$ cat src/rtl/pmem_arbiter.sv
// pmem_arbiter: round-robin arbiter sharing one physical-memory port between the I- and D-cache.
// Ports: clk, rst_n (async active-low); i_pmem_* / d_pmem_* cache-side requests (read, write,
// address, wdata in; resp, rdata out); pmem_* memory side (read, write, address, wdata out;
// resp, rdata in).
module pmem_arbiter #(
    parameter int ADDR_W = 32,
    parameter int LINE_W = 256
) (
    input  logic              clk,
    input  logic              rst_n,
    input  logic              i_pmem_read,
    input  logic              i_pmem_write,
    input  logic [ADDR_W-1:0] i_pmem_address,
    input  logic [LINE_W-1:0] i_pmem_wdata,
    output logic              i_pmem_resp,
    output logic [LINE_W-1:0] i_pmem_rdata,
    input  logic              d_pmem_read,
    input  logic              d_pmem_write,
    input  logic [ADDR_W-1:0] d_pmem_address,
    input  logic [LINE_W-1:0] d_pmem_wdata,
    output logic              d_pmem_resp,
    output logic [LINE_W-1:0] d_pmem_rdata,
    output logic              pmem_read,
    output logic              pmem_write,
    output logic [ADDR_W-1:0] pmem_address,
    output logic [LINE_W-1:0] pmem_wdata,
    input  logic              pmem_resp,
    input  logic [LINE_W-1:0] pmem_rdata
);
    typedef enum logic {IDLE, BUSY} state_t;
    state_t            state_q, state_d;
    logic              gnt_q, gnt_d, last_q, last_d, rd_q, rd_d, wr_q, wr_d;
    logic [ADDR_W-1:0] addr_q, addr_d;
    logic [LINE_W-1:0] wdata_q, wdata_d;
    logic              i_req, d_req, sel_d;

    assign i_req = i_pmem_read | i_pmem_write;
    assign d_req = d_pmem_read | d_pmem_write;
    // D wins when it requests alone, or on a tie when I was served last
    assign sel_d = d_req & (~i_req | ~last_q);

    always_comb begin
        state_d = state_q;
        gnt_d   = gnt_q;
        last_d  = last_q;
        rd_d    = rd_q;
        wr_d    = wr_q;
        addr_d  = addr_q;
        wdata_d = wdata_q;
        if (state_q == IDLE) begin
            if (i_req | d_req) begin
                state_d = BUSY;
                gnt_d   = sel_d;
                // write takes priority when a port raises both read and write
                wr_d    = sel_d ? d_pmem_write : i_pmem_write;
                rd_d    = sel_d ? d_pmem_read & ~d_pmem_write : i_pmem_read & ~i_pmem_write;
                addr_d  = sel_d ? d_pmem_address : i_pmem_address;
                wdata_d = sel_d ? d_pmem_wdata : i_pmem_wdata;
            end
        end else if (pmem_resp) begin
            state_d = IDLE;
            rd_d    = 1'b0;
            wr_d    = 1'b0;
            last_d  = gnt_q;
        end
    end

    always_ff @(posedge clk or negedge rst_n) begin
        if (!rst_n) begin
            state_q <= IDLE;
            gnt_q   <= 1'b0;
            last_q  <= 1'b0;
            rd_q    <= 1'b0;
            wr_q    <= 1'b0;
            addr_q  <= '0;
            wdata_q <= '0;
        end else begin
            state_q <= state_d;
            gnt_q   <= gnt_d;
            last_q  <= last_d;
            rd_q    <= rd_d;
            wr_q    <= wr_d;
            addr_q  <= addr_d;
            wdata_q <= wdata_d;
        end
    end

    assign pmem_read    = rd_q;
    assign pmem_write   = wr_q;
    assign pmem_address = addr_q;
    assign pmem_wdata   = wdata_q;
    assign i_pmem_resp  = (state_q == BUSY) & pmem_resp & ~gnt_q;
    assign d_pmem_resp  = (state_q == BUSY) & pmem_resp & gnt_q;
    assign i_pmem_rdata = pmem_rdata;
    assign d_pmem_rdata = pmem_rdata;
endmodule

$ cat config.mk
export PLATFORM = sky130hd
export DESIGN_NAME = pmem_arbiter
export DESIGN_NICKNAME = d
export VERILOG_FILES = /design/src/rtl/pmem_arbiter.sv
export SDC_FILE = /design/constraint.sdc
export NUM_CORES = 1
export LEC_CHECK = 0
export BUFFER_PORTS_ARGS = -buffer_cell sky130_fd_sc_hd__buf_2
export CAP_MARGIN = 10
export CORE_AREA = 4 4 636 638
export DETAILED_ROUTE_END_ITERATION = 16
export DIE_AREA = 0 0 640 642
export PLACE_DENSITY = 0.3
export SLEW_MARGIN = 10
export SYNTH_ARGS = -nofsm -noshare
export SYNTH_HDL_FRONTEND = slang
export SYNTH_SLANG_ARGS = --single-unit
$ cat constraint.sdc
create_clock -name clk -period 2.3 [get_ports clk]
set_input_delay 0.345 -clock clk [delete_from_list [all_inputs] [get_ports clk]]
set_output_delay 0.345 -clock clk [all_outputs]
set_load 0.01 [all_outputs]
==> metrics.cfg <==
[run_status]
status=finished, final reports clean

[detailed_routing]
drt_iter0_markers=1399
avgViaCountPerCell=2.57
wire_per_inst_um=26.0
drc=0
num_vias=20700
wl_um=209000
firstDrtPassIters=5
ant_nets=0

[sta]
setup_viol=0
fmax_mhz=441
final.period_utilization_pct=98.6
max_slew_margin_pct=39.7
setup_ws_ns=0.0326
min_period_ns=2.27
hold_viol=0
clock_skew_ns=0.0479
slew_viol_final=0
tightest_slew_ns=0.904
rsz0062_at_grt=true

[place]
dp_worst_setup_slack_ns=-0.0280
io_buffers=874
hpwl_um=175000
globalplace.congestion=0.833

[logic_synthesis]
ys_types=29
synth_seq_cells=293
syn_area_mm2=0.0188
async_flop_share_pct=100
synth_fp_nets=2757
syn_area_per_cell_um2=9.78
synth_cells=1918
ys_seq_area_share_pct=39.1
ys_warn_count=0
synth_edf_count=0
ys.flop_type=dfrtp_1

[floorplan]
start_util_pct=4.71
core_area_mm2=0.399
rows=232
ios=1643
dieWidth_um=640
dieArea_mm2=0.411
die_y_um=642

[setup_path]
reg2reg_from=state_q
worst-r2r-cell-count=4
setup.worst_path.end=pmem_wdata[247]
critical_path.startpoint_type=flop
cp-end-kind=flop
r2r_slack_ns=0.03
critPathRequiredTime_ns=2.84
criticalPathCategory=reg2reg
crit_arrival_ns=2.80
r2r-end=pmem_wdata[247]
crit_fanout=97
crit_start=state_q

[grt]
grt_pass1_vias=21800
grt_pass1_wl_um=260000
overflow=0
track_usage_pct=9.69
grt_max_degree=128
antenna_found_initial=56

[cells_and_area]
area_growth_pct=76.1
layout_commonest_cell=buf_2
final_cell_mix=buf_2 (873), dlygate4sd3_1 (515), dfrtp_1 (291)
final_layout_size_suffix_gt1_share_pct=38.6
final_nets=3561
postLayoutCoreUtil_pct=8.28

[clock_network]
cts_tree=done
clock_latency_ns=0.68
h-tree-depth=2
numCtsBuffers=44
cts_root_buf=clkbuf_16
path_clk_slew_ns=0.07
cts_max_path_buffers=3
numClockSinks=293

[min_path]
whs_path_depth=3
min_path_type=in2reg

[power]
clock_power_share_pct=31.3
p_per_area_mw_per_mm2=718
power.internal_uw=14300
ir_worst_vdd_mv=0.523
seq_power_share_pct=30.7
p_leak_uw=0.0119
switching_share_pct=39.6
p_comb_share_pct=38.1
p_switching_uw=9390

[flow_run]
cap_violations=0

## flip-flops by register name, summed over array words and instances, names as in the netlist
register,cells
gnt_q,1
pmem_write,1
last_q,1
pmem_address,32
state_q,1
pmem_wdata,256
pmem_read,1
## critical path: stages (launching register included)
cell and delay [ns]:
dfrtp_4 0.58, buf_12 0.21, a311oi_1 0.46, a2bb2oi_1 0.11, dlygate4sd3_1 0.57
## worst min-delay path by stage
stage	startpoint	slack, ns	endpoint
2_1_floorplan	rst_n	0.05	gnt_q
3_3_place_gp	rst_n	0.34	pmem_wdata[162]
3_5_place_dp	rst_n	0.34	pmem_wdata[162]
4_1_cts	i_pmem_wdata[62]	0.002	pmem_wdata[62]
5_1_grt	i_pmem_wdata[126]	0.02	pmem_wdata[126]
6_report	i_pmem_wdata[126]	0.07	pmem_wdata[126]
## power groups by stage
stage,logic (uW),clock network [uW],registers [uW]
global placement,8560,0,7340
finish,9030,7410,7270
detailed placement,8540,0,7300
floorplan,3590,0,7600
global route,9680,7920,7380
CTS,9470,7780,7250
## metrics by stage
| stage | hold slack, ns | TNS [ns] | area, um^2 | power [uW] | cells |
|---|---|---|---|---|---|
| finish | 0.0673 | 0 | 33000 | 23700 | 8051 |
| global route | 0.0164 | -0.0421 | 33000 | 25000 | 8047 |
| CTS | 0.00215 | 0 | 32900 | 24500 | 8019 |
| detailed placement | 0.344 | -0.0280 | 26200 | 15800 | 7424 |
| global placement | 0.345 | -0.0941 | 26200 | 15900 | 7424 |
| floorplan | 0.0494 | 0 | 18800 | 11200 | 1918 |
## final cells by class
type                            instances  area (um^2)
Timing Repair Buffer                 1492        10800
Multi-Input combinational cell        890         6700
Clock buffer                           61         1320
Tap cell                             5265         6590
Antenna cell                           30         75.1
Fill cell                           46600       366000
Sequential cell                       293         7340
Inverter                                1         3.75
Clock inverter                         19          204
## cell usage after synthesis (all sizes together) (2+ instances only)
master / count / area (um^2)
a21o: 2 / 15.0
a2bb2oi: 288 / 2520
a311oi: 288 / 2520
buf: 587 / 4200
clkbuf: 147 / 553
dfrtp: 293 / 7330
nand2: 2 / 7.51
nand2b: 2 / 12.5
nor2: 3 / 16.3
o21ai: 291 / 1460
or2: 2 / 12.5
## per-layer routing
layer	vias to the layer above	GRT usage [%]	part of all wire, %
met1	10400	8.56	30
met2	1417	18.0	52
li1	8516	-	-
met3	383	5.33	13
met5	-	0.549	0.17
met4	18	3.77	4.6
## cells by family (layout without fill, tap and decap cells)
group                  after synthesis  count (layout)  synth area share [%]
multiplexers                         1               1                0.0534
AND/OR/NAND/NOR                     15              15                 0.527
flip-flops                         293             293                  39.1
other                                0              30                     0
buffers and inverters              735            1573                  25.4
AO/OA/AOI/OAI                      874             874                  34.9
## what timing repair did
item	in CTS	in global routing
gates resized for setup	0	4
setup buffers	0	2
hold endpoints to repair	340	0
hold buffers	515	0
endpoints found under the setup margin	0	30
No activity file was read; power rests on OpenSTA's default activity.
